**config.mk**
```make
export PLATFORM = sky130hd
export DESIGN_NAME = reg_bank_mc_flat
export DESIGN_NICKNAME = d
export VERILOG_FILES = /design/src/rtl/reg_bank_pkg.sv /design/src/rtl/reg_bank_mc_if.sv /design/src/rtl/reg_bank_alu.sv /design/src/rtl/reg_bank_mc.sv /design/src/flat_wrapper.sv
export SDC_FILE = /design/constraint.sdc
export NUM_CORES = 1
export LEC_CHECK = 0
export CAP_MARGIN = 20
export CORE_MARGIN = 4
export CORE_UTILIZATION = 46
export CTS_CLUSTER_SIZE = 12
export DETAILED_ROUTE_END_ITERATION = 10
export MAX_ROUTING_LAYER = met4
export PLACE_DENSITY = 0.74
export SYNTH_ARGS = -nofsm -noshare
export SYNTH_HDL_FRONTEND = slang
export SYNTH_SLANG_ARGS = --single-unit
```
**constraint.sdc**
```tcl
create_clock -name C -period 6.03 [get_ports C]
set_input_delay 0.603 -clock C [delete_from_list [all_inputs] [get_ports C]]
set_output_delay 0.603 -clock C [all_outputs]
set_load 0.02 [all_outputs]
```
**src/rtl/reg_bank_pkg.sv**
```systemverilog
// Shared types for the reg_bank_mc register bank: operation encoding and its width.
package reg_bank_pkg;

  localparam int OP_W = 2;

  typedef enum logic [OP_W-1:0] {
    OP_LOAD  = 2'd0,
    OP_INC   = 2'd1,
    OP_DEC   = 2'd2,
    OP_CLEAR = 2'd3
  } op_e;

endpackage

```
**src/rtl/reg_bank_mc_if.sv**
```systemverilog
// Command/read bus of reg_bank_mc; master drives commands and read addresses, slave returns data.
interface reg_bank_mc_if #(
  parameter int WIDTH    = 4,
  parameter int DEPTH    = 4,
  parameter int CHANNELS = 2,
  parameter int CNT_W    = 8
);
  localparam int SEL_W  = $clog2(CHANNELS);
  localparam int ADDR_W = $clog2(DEPTH);

  logic                             CE;
  logic [SEL_W-1:0]                 S;
  logic [CHANNELS*WIDTH-1:0]        I;
  logic [ADDR_W-1:0]                WA;
  logic [reg_bank_pkg::OP_W-1:0]    OP;
  logic [ADDR_W-1:0]                RA0;
  logic [ADDR_W-1:0]                RA1;
  logic [WIDTH-1:0]                 Q0;
  logic [WIDTH-1:0]                 Q1;
  logic [DEPTH-1:0]                 VALID;
  logic [CNT_W-1:0]                 WR_CNT;
  logic                             OVF;

  modport master (
    output CE, S, I, WA, OP, RA0, RA1,
    input  Q0, Q1, VALID, WR_CNT, OVF
  );

  modport slave (
    input  CE, S, I, WA, OP, RA0, RA1,
    output Q0, Q1, VALID, WR_CNT, OVF
  );
endinterface

```
**src/rtl/reg_bank_alu.sv**
```systemverilog
// Combinational next-value logic for the addressed register entry.
module reg_bank_alu
  import reg_bank_pkg::*;
#(
  parameter int WIDTH = 4
) (
  input  logic [WIDTH-1:0] old_val,
  input  logic [WIDTH-1:0] din,
  input  op_e              op,
  output logic [WIDTH-1:0] next_val,
  output logic             wrap,
  output logic             next_valid
);

  always_comb begin
    next_val   = old_val;
    wrap       = 1'b0;
    next_valid = 1'b1;
    case (op)
      OP_LOAD:  next_val = din;
      OP_INC: begin
        next_val = old_val + 1'b1;
        wrap     = &old_val;
      end
      OP_DEC: begin
        next_val = old_val - 1'b1;
        wrap     = ~|old_val;
      end
      OP_CLEAR: begin
        next_val   = '0;
        next_valid = 1'b0;
      end
      default: next_val = old_val;
    endcase
  end

endmodule

```
**src/rtl/reg_bank_mc.sv**
```systemverilog
// Multi-register bank with channel-select load, inc/dec/clear, two read ports, valid flags,
// saturating write counter and sticky wrap flag. Optional macro: REG_BANK_BYPASS_EN.
module reg_bank_mc
  import reg_bank_pkg::*;
#(
  parameter int WIDTH    = 4,
  parameter int DEPTH    = 4,
  parameter int CHANNELS = 2,
  parameter int CNT_W    = 8
) (
  input logic         C,
  input logic         Clr,
  reg_bank_mc_if.slave bus
);

  localparam int SEL_W  = $clog2(CHANNELS);
  localparam int ADDR_W = $clog2(DEPTH);
  localparam logic [SEL_W:0]  S_LIM = (SEL_W + 1)'(CHANNELS);
  localparam logic [ADDR_W:0] A_LIM = (ADDR_W + 1)'(DEPTH);

  logic [WIDTH-1:0] regs [DEPTH];
  logic [DEPTH-1:0] valid;
  logic [CNT_W-1:0] wr_cnt;
  logic             ovf;

  logic             wa_ok, s_ok, accept;
  logic [WIDTH-1:0] din, old_val, next_val;
  logic             wrap, next_valid;

  assign wa_ok  = {1'b0, bus.WA} < A_LIM;
  assign s_ok   = {1'b0, bus.S} < S_LIM;
  assign accept = bus.CE && !Clr && wa_ok && s_ok;

  always_comb begin
    din = '0;
    for (int unsigned k = 0; k < CHANNELS; k++) begin
      if (bus.S == SEL_W'(k)) din = bus.I[k*WIDTH +: WIDTH];
    end
  end

  assign old_val = wa_ok ? regs[bus.WA] : '0;

  reg_bank_alu #(.WIDTH(WIDTH)) u_alu (
    .old_val   (old_val),
    .din       (din),
    .op        (op_e'(bus.OP)),
    .next_val  (next_val),
    .wrap      (wrap),
    .next_valid(next_valid)
  );

  always_ff @(posedge C) begin
    if (Clr) begin
      for (int unsigned n = 0; n < DEPTH; n++) regs[n] <= '0;
      valid  <= '0;
      wr_cnt <= '0;
      ovf    <= 1'b0;
    end else if (accept) begin
      regs[bus.WA]  <= next_val;
      valid[bus.WA] <= next_valid;
      if (wrap) ovf <= 1'b1;
      if (wr_cnt != '1) wr_cnt <= wr_cnt + 1'b1;
    end
  end

  // Bypass shows the in-flight result for a matching read address; Clr blanks both ports.
  always_comb begin
    bus.Q0 = '0;
    bus.Q1 = '0;
    if ({1'b0, bus.RA0} < A_LIM) bus.Q0 = regs[bus.RA0];
    if ({1'b0, bus.RA1} < A_LIM) bus.Q1 = regs[bus.RA1];
`ifdef REG_BANK_BYPASS_EN
    if (accept && bus.WA == bus.RA0) bus.Q0 = next_val;
    if (accept && bus.WA == bus.RA1) bus.Q1 = next_val;
    if (Clr) begin
      bus.Q0 = '0;
      bus.Q1 = '0;
    end
`endif
  end

  assign bus.VALID  = valid;
  assign bus.WR_CNT = wr_cnt;
  assign bus.OVF    = ovf;

endmodule

```
**src/flat_wrapper.sv**
```systemverilog
// flat-port wrapper written by rule: the top's interface ports become plain ports
module reg_bank_mc_flat import reg_bank_pkg::*;
#(
  parameter int WIDTH    = 4,
  parameter int DEPTH    = 4,
  parameter int CHANNELS = 2,
  parameter int CNT_W    = 8
)
  (C, Clr, bus_CE, bus_S, bus_I, bus_WA, bus_OP, bus_RA0, bus_RA1, bus_Q0, bus_Q1, bus_VALID, bus_WR_CNT, bus_OVF);
  reg_bank_mc_if #(.WIDTH(WIDTH), .DEPTH(DEPTH), .CHANNELS(CHANNELS), .CNT_W(CNT_W)) bus_i ();
  input logic C;
  input logic Clr;
  input wire logic [$bits(bus_i.CE)-1:0] bus_CE;
  input wire logic [$bits(bus_i.S)-1:0] bus_S;
  input wire logic [$bits(bus_i.I)-1:0] bus_I;
  input wire logic [$bits(bus_i.WA)-1:0] bus_WA;
  input wire logic [$bits(bus_i.OP)-1:0] bus_OP;
  input wire logic [$bits(bus_i.RA0)-1:0] bus_RA0;
  input wire logic [$bits(bus_i.RA1)-1:0] bus_RA1;
  output wire logic [$bits(bus_i.Q0)-1:0] bus_Q0;
  output wire logic [$bits(bus_i.Q1)-1:0] bus_Q1;
  output wire logic [$bits(bus_i.VALID)-1:0] bus_VALID;
  output wire logic [$bits(bus_i.WR_CNT)-1:0] bus_WR_CNT;
  output wire logic [$bits(bus_i.OVF)-1:0] bus_OVF;
  assign bus_i.CE = bus_CE;
  assign bus_i.S = bus_S;
  assign bus_i.I = bus_I;
  assign bus_i.WA = bus_WA;
  assign bus_i.OP = bus_OP;
  assign bus_i.RA0 = bus_RA0;
  assign bus_i.RA1 = bus_RA1;
  assign bus_Q0 = bus_i.Q0;
  assign bus_Q1 = bus_i.Q1;
  assign bus_VALID = bus_i.VALID;
  assign bus_WR_CNT = bus_i.WR_CNT;
  assign bus_OVF = bus_i.OVF;
  reg_bank_mc #(.WIDTH(WIDTH), .DEPTH(DEPTH), .CHANNELS(CHANNELS), .CNT_W(CNT_W)) u_core (.C(C), .Clr(Clr), .bus(bus_i));
endmodule
```
==> results of run 1 <==
-- layout make-up --
| type | count | share of cell area, % |
|---|---|---|
| Timing Repair Buffer | 40 | 17.4 |
| Multi-Input combinational cell | 124 | 43.8 |
| Tap cell | 48 | 2.61 |
| Inverter | 4 | 0.651 |
| Sequential cell | 29 | 32.1 |
| Clock buffer | 7 | 3.31 |
| Clock inverter | 1 | 0.163 |
-- sequential cells by signal, summed over array words and instances, names as in the netlist --
| register | count |
|---|---|
| u_core.bus.VALID | 4 |
| u_core.bus.OVF | 1 |
| u_core.regs | 16 |
| u_core.bus.WR_CNT | 8 |
-- per-stage QoR --
step | cell area, um^2 | std cells | hold WS, ns | setup slack (ns)
floorplan | 1790 | 162 | 0.563 | 3.22
global placement | 2220 | 245 | 0.475 | 2.43
detailed placement | 2220 | 245 | 0.485 | 2.30
CTS | 2300 | 253 | 0.514 | 2.60
global route | 2300 | 253 | 0.540 | 2.37
finish | 2300 | 253 | 0.502 | 2.61
-- routing by layer --
metal	track usage (%)	wire (um)	share of wire [%]
met3	4.32	280	6.4
met1	24.9	1820	42
met5	-	0	0
met2	31.7	2160	50
met4	8.09	91	2.1
-- cell usage in the layout, fill, tap and decap left out, drive strengths merged, types with 2 or more instances in the layout --
cell           synthesis  layout
nand2                  8       8
and4                   3       3
nand3                  4       4
mux2                   7       7
nand2b                 7       7
dfxtp                 13      13
edfxtp                16      16
nor2                  28      28
xor2                   3       3
nor3                   2       2
clkbuf                 3       7
xnor2                  4       4
nand3b                 3       3
a21oi                 10      10
inv                    4       4
a221oi                 2       2
nand4                  4       4
mux4                  11      11
a31oi                  2       2
nor2b                  4       4
clkdlybuf4s50          0      40
ha                     7       7
or3                    2       2
-- final timing paths --
path	from	end	cells after the start
max	bus_WA[0]	u_core.regs[0][3]	8
min	u_core.bus.VALID[0]	u_core.bus.VALID[0]	2
max reg2reg	u_core.regs[3][1]	u_core.regs[0][3]	7
min reg2reg	u_core.bus.VALID[0]	u_core.bus.VALID[0]	2
-- power by group through the flow --
| stage | clock network, mW | registers (mW) | logic, mW |
|---|---|---|---|
| after floorplan | 0 | 0.229 | 0.0644 |
| after global placement | 0 | 0.228 | 0.107 |
| after detailed placement | 0 | 0.229 | 0.109 |
| after CTS | 0.155 | 0.225 | 0.110 |
| after global routing | 0.163 | 0.226 | 0.119 |
| final | 0.151 | 0.225 | 0.111 |
-- worst max-delay path: stages --
cell,delay [ns]
clkdlybuf4s50_1,0.77
mux4_2,0.63
ha_1,0.30
nor2b_1,0.15
a221oi_2,0.36
mux2i_1,0.28
o221a_2,0.26
a21oi_1,0.08
-- cells in the mapped netlist, drive strengths merged, types with 2 or more instances --
cell | n | area, um^2
nor2 | 28 | 105
edfxtp | 16 | 480
dfxtp | 13 | 260
mux4 | 11 | 248
a21oi | 10 | 50.1
nand2 | 8 | 30.0
ha | 7 | 87.6
mux2 | 7 | 82.6
nand2b | 7 | 43.8
inv | 4 | 15.0
nand3 | 4 | 20.0
nand4 | 4 | 25.0
nor2b | 4 | 25.0
xnor2 | 4 | 35.0
and4 | 3 | 26.3
clkbuf | 3 | 11.3
nand3b | 3 | 22.5
xor2 | 3 | 26.3
a221oi | 2 | 23.8
a31oi | 2 | 12.5
buf | 2 | 18.8
nor3 | 2 | 10.0
or3 | 2 | 12.5
-- logic make-up (layout without fill, tap and decap cells) --
| family | after synthesis | after routing | share of synthesized area [%] |
|---|---|---|---|
| AOI/OAI and AO/OA | 22 | 22 | 8.86 |
| xor gates and xnor gates | 7 | 7 | 3.42 |
| adders and majority gates | 8 | 8 | 6.00 |
| buffers and inverters | 9 | 52 | 2.51 |
| DFF | 29 | 29 | 41.3 |
| muxes | 19 | 19 | 19.0 |
| and+or+nand+nor | 68 | 68 | 19.0 |
==> reports/metrics.cfg, run 1 <==
[clock_tree]
clock_sinks = 29
postCtsSetupBuffers = 0
post_cts_resized = 0
clockRootBuffer = clkbuf_8
clk_path_buf_depth = 2
clk_pin_slew_worst_paths_ns = 0.06
cts_tree = done
cts-hold-fix-buffers = 0
clk_latency_ns = 0.28
cts_buffers = 5
htree_num_levels = 2

[floorplanning]
ios = 41
die_area_mm2 = 0.00496
die_w_um = 70.5
rows = 22
die_h_um = 70.5
core_mm2 = 0.00372
initial_core_util_pct = 48.3

[final_layout]
regArea_um2 = 741
nets = 232
multiInputGateArea_mm2 = 0.00101
utilization_pct = 62.0
drive_gt1_share_pct = 13.2
area_growth_pct = 28.5
n_fill_cell = 314
num_antenna_cells = 0

[place]
io_buffers = 40
globalplace.congestion = 0.863
dp_hpwl_mm = 3.29

[drt]
wl_per_cell_um = 17.2
drtPass1Iterations = 4
via_count = 1460
drtIter0Drc = 113
via_per_inst = 5.77
ant_nets = 0
drcViolationCount = 0
drt-total-wl_mm = 4.34

[power]
seqPwrFrac_pct = 46.2
combPwrFrac_pct = 22.7
leakage_nw = 0.835
power.share.switching_pct = 27.3
p_switching_mw = 0.133
power_density_mw_per_mm2 = 211
clkPwrFrac_pct = 31.0
p_total_mw = 0.486
peakVddDrop_mv = 0.135
intPower_mw = 0.353

[critical_path]
rrSetupSlack_ns = 3.34
cp.required_ns = 6.05
critPathCaptureType = register
start_kind = primary input
crit_fanout = 12
crit_type = in -> reg
worst_ep_arrival_time_ns = 3.44

[sta]
final_max_slew_viol_count = 0
worst_pin_slew_ns = 0.722
fmax_mhz = 293
fin_crit_sh_pct = 56.7
period_minus_slack_ns = 3.42
fin_skew_ns = 0.00719
finalSetupViolCount = 0
rsz0062_at_grt = false
slew_headroom_pct = 51.7
setup_tns_ns = 0
finalHoldViolations = 0

[logic_synthesis]
synth_area_mm2 = 0.00179
synth_flop_cell = edfxtp_1
synth_edf_count = 16
ys_seq_area_share_pct = 41.3
netlist_instances = 162
synth_seq_cells = 29
syn-num-nets = 190
synth_area_per_cell_um2 = 11.1
yosys.cell_types.count = 39
yosysWarnings = 0
async_reset_ff_share_pct = 0

[grt]
grt-ovfl-total = 0
grt_pass1_vias = 1557
antenna_found_initial = 0
grt_pass1_wl_mm = 7.56
grt_usage_pct = 20.0
grt_max_degree = 20

[flow_run]
drv_cap = 0

[outcome]
status = complete, no violations

[hold_path]
hp-class = reg -> reg

No activity file was read; power rests on OpenSTA's default activity.
==> run 2, diff against run 1 <==
CORE_UTILIZATION = 45   (was 46)
PLACE_DENSITY = 0.76   (was 0.74)
clock period = 3.05 ns   (was 6.03 ns; I/O delays follow)
==> reports/metrics.cfg, run 2 (synthesis results as in run 1) <==
[outcome]
status = complete, no violations  ; unchanged

[sta]
fin_crit_sh_pct = 90.1
worst_pin_slew_ns = 0.389  ; was 0.722 ns
fmax_mhz = 364
finalHoldViolations = 0  ; unchanged
final_max_slew_viol_count = 0  ; unchanged
finalSetupViolCount = 0  ; unchanged
slew_headroom_pct = 74.1  ; was 51.7%
rsz0062_at_grt = false  ; unchanged
fin_skew_ns = 0.00177  ; was 0.00719 ns
period_minus_slack_ns = 2.75

[place]
dp_hpwl_mm = 3.64  ; was 3.29 mm
globalplace.congestion = 0.822  ; was 0.863
placed_cell_area_mm2 = 0.00228  ; was 0.00222 mm^2
dp.cells = 253  ; was 245
io_buffers = 40  ; unchanged

[drt]
via_count = 1505  ; was 1460
wl_per_cell_um = 17.3  ; was 17.2 um
ant_nets = 0  ; unchanged
drcViolationCount = 0  ; unchanged
drtPass1Iterations = 4  ; unchanged
drt-total-wl_mm = 4.53  ; was 4.34 mm
via_per_inst = 5.77  ; about the same
drtIter0Drc = 64  ; was 113

[grt]
grt_pass1_vias = 1584  ; was 1557
grt_max_degree = 12  ; was 20
antenna_found_initial = 0  ; unchanged
grt_pass1_wl_mm = 7.42  ; was 7.56 mm
grt-ovfl-total = 0  ; unchanged
grt_usage_pct = 19.3  ; was 20.0%

[critical_path]
worst_ep_arrival_time_ns = 2.76  ; was 3.44 ns
path_cells = clkdlybuf4s50_1, mux4_2, ha_1, nor2b_1, a221oi_2, mux2i_1, o2111ai_1, a21oi_1  ; was clkdlybuf4s50_1, mux4_2, ha_1, nor2b_1, a221oi_2, mux2i_1, o221a_2, a21oi_1
crit_fanout = 4  ; was 12
cp.required_ns = 3.06  ; was 6.05 ns
crit_start = bus_WA[0]  ; unchanged
timing.rr.start = u_core.regs[3][1]  ; unchanged
crit_end = u_core.regs[0][3]  ; unchanged
rrSetupSlack_ns = 0.44  ; was 3.34 ns
rr_worst_depth = 7  ; unchanged
cpPeakStageDelay_ns = 0.54  ; was 0.77 ns
cpMaxStageDelayCell = mux4_2  ; was clkdlybuf4s50_1
critPathCaptureType = register  ; unchanged
crit_type = in -> reg  ; unchanged
start_kind = primary input  ; unchanged
r2r_end = u_core.regs[0][3]  ; unchanged

[final_layout]
drive_gt1_share_pct = 17.4  ; was 13.2%
mostFrequentLayoutCells = clkdlybuf4s50_1, nor2_1, edfxtp_1  ; unchanged
n_fill_cell = 315  ; was 314
stdcell_count = 261  ; was 253
largest_register_ffs = 16  ; unchanged
num_antenna_cells = 0  ; unchanged
largest_register = u_core.regs  ; unchanged
stdcell_area_mm2 = 0.00237  ; was 0.00230 mm^2
nets = 240  ; was 232
final_common_cell = clkdlybuf4s50_1  ; unchanged
area_growth_pct = 31.9  ; was 28.5%

[floorplanning]
die_w_um = 71.1  ; was 70.5 um
die_area_mm2 = 0.00506  ; was 0.00496 mm^2
initial_core_util_pct = 47.9  ; was 48.3%
core_mm2 = 0.00374  ; was 0.00372 mm^2
die_h_um = 71.1  ; was 70.5 um
ios = 41  ; unchanged
rows = 22  ; unchanged

[power]
combPwrFrac_pct = 23.6  ; was 22.7%
intPower_mw = 0.709  ; was 0.353 mW
p_total_mw = 0.977  ; was 0.486 mW
power.share.switching_pct = 27.4  ; was 27.3%
leakage_nw = 0.879  ; was 0.835 nW
clkPwrFrac_pct = 30.8  ; was 31.0%
peakVddDrop_mv = 0.368  ; was 0.135 mV
power_density_mw_per_mm2 = 413  ; was 211 mW/mm^2
p_switching_mw = 0.268  ; was 0.133 mW
seqPwrFrac_pct = 45.6  ; was 46.2%

[clock_tree]
cts-hold-fix-buffers = 0  ; unchanged
htree_num_levels = 2  ; unchanged
clockRootBuffer = clkbuf_8  ; unchanged
cts_tree = done  ; unchanged
postCtsSetupBuffers = 0  ; unchanged
clk_path_buf_depth = 2  ; unchanged
clk_pin_slew_worst_paths_ns = 0.06  ; about the same
cts_buffers = 5  ; unchanged
clock_sinks = 29  ; unchanged
clk_latency_ns = 0.28  ; about the same
post_cts_resized = 0  ; unchanged

[flow_run]
drv_cap = 0  ; unchanged

[hold_path]
hp-class = reg -> reg  ; unchanged

[run 2: cell types whose count changed in the layout (fill, tap and decap cells not counted)]
| cell | change |
|---|---|
| clkinv_1 | -1 |
| buf_4 | +8 |
| clkbuf_1 | -1 |
| clkinv_2 | +2 |
[run 2: power groups by stage]
stage / Combinational [mW] / Clock, mW / Sequential, mW
after global routing: 0.247 / 0.313 / 0.448
after CTS: 0.232 / 0.301 / 0.445
after global placement: 0.224 / 0 / 0.452
after floorplan: 0.127 / 0 / 0.453
after detailed placement: 0.231 / 0 / 0.453
final: 0.231 / 0.301 / 0.445
[run 2: per-layer routing]
| metal | global-route usage, % | vias up | share of wire (%) |
|---|---|---|---|
| li1 | - | 705 | - |
| met1 | 19.7 | 731 | 38 |
| met2 | 35.7 | 61 | 55 |
| met3 | 4.55 | 8 | 5.9 |
| met4 | 6.26 | 0 | 1.4 |
| met5 | - | - | 0 |
[run 2: worst max-delay path, delay by kind of cell]
family,cells,cell delay [ns]
multiplexers,2,0.68
AND/OR/NAND/NOR,1,0.14
adder cells (fa/ha/maj),1,0.30
buffers and inverters,1,0.52
AO/OA/AOI/OAI,3,0.82
[run 2: worst min path at each step]
stage                                    start                   end  cells after the start
final                      u_core.bus.VALID[1]   u_core.bus.VALID[1]                      2
after global routing      u_core.bus.WR_CNT[1]  u_core.bus.WR_CNT[1]                      2
after CTS                  u_core.bus.VALID[0]   u_core.bus.VALID[0]                      2
after detailed placement   u_core.bus.VALID[0]   u_core.bus.VALID[0]                      2
after global placement     u_core.bus.VALID[0]   u_core.bus.VALID[0]                      2
after floorplan                         bus_CE   u_core.bus.VALID[3]                      2
[run 2: final cells by class]
class / instances / area (um^2) / share of cell area, %
Multi-Input combinational cell: 124 / 1010 / 42.6
Sequential cell: 29 / 741 / 31.3
Timing Repair Buffer: 48 / 460 / 19.5
Clock buffer: 6 / 72.6 / 3.07
Tap cell: 48 / 60.1 / 2.54
Inverter: 4 / 15.0 / 0.634
Clock inverter: 2 / 10.0 / 0.423
[run 2: metrics by stage]
stage | TNS [ns] | hold slack [ns] | setup WS [ns] | utilization (%)
3_3_place_gp | 0 | 0.474 | 0.111 | 61.0
3_5_place_dp | -0.0260 | 0.497 | -0.0260 | 61.0
2_1_floorplan | 0 | 0.544 | 0.536 | -
6_report | 0 | 0.501 | 0.303 | 63.2
4_1_cts | 0 | 0.512 | 0.273 | 63.2
5_1_grt | 0 | 0.549 | 0.151 | 63.2
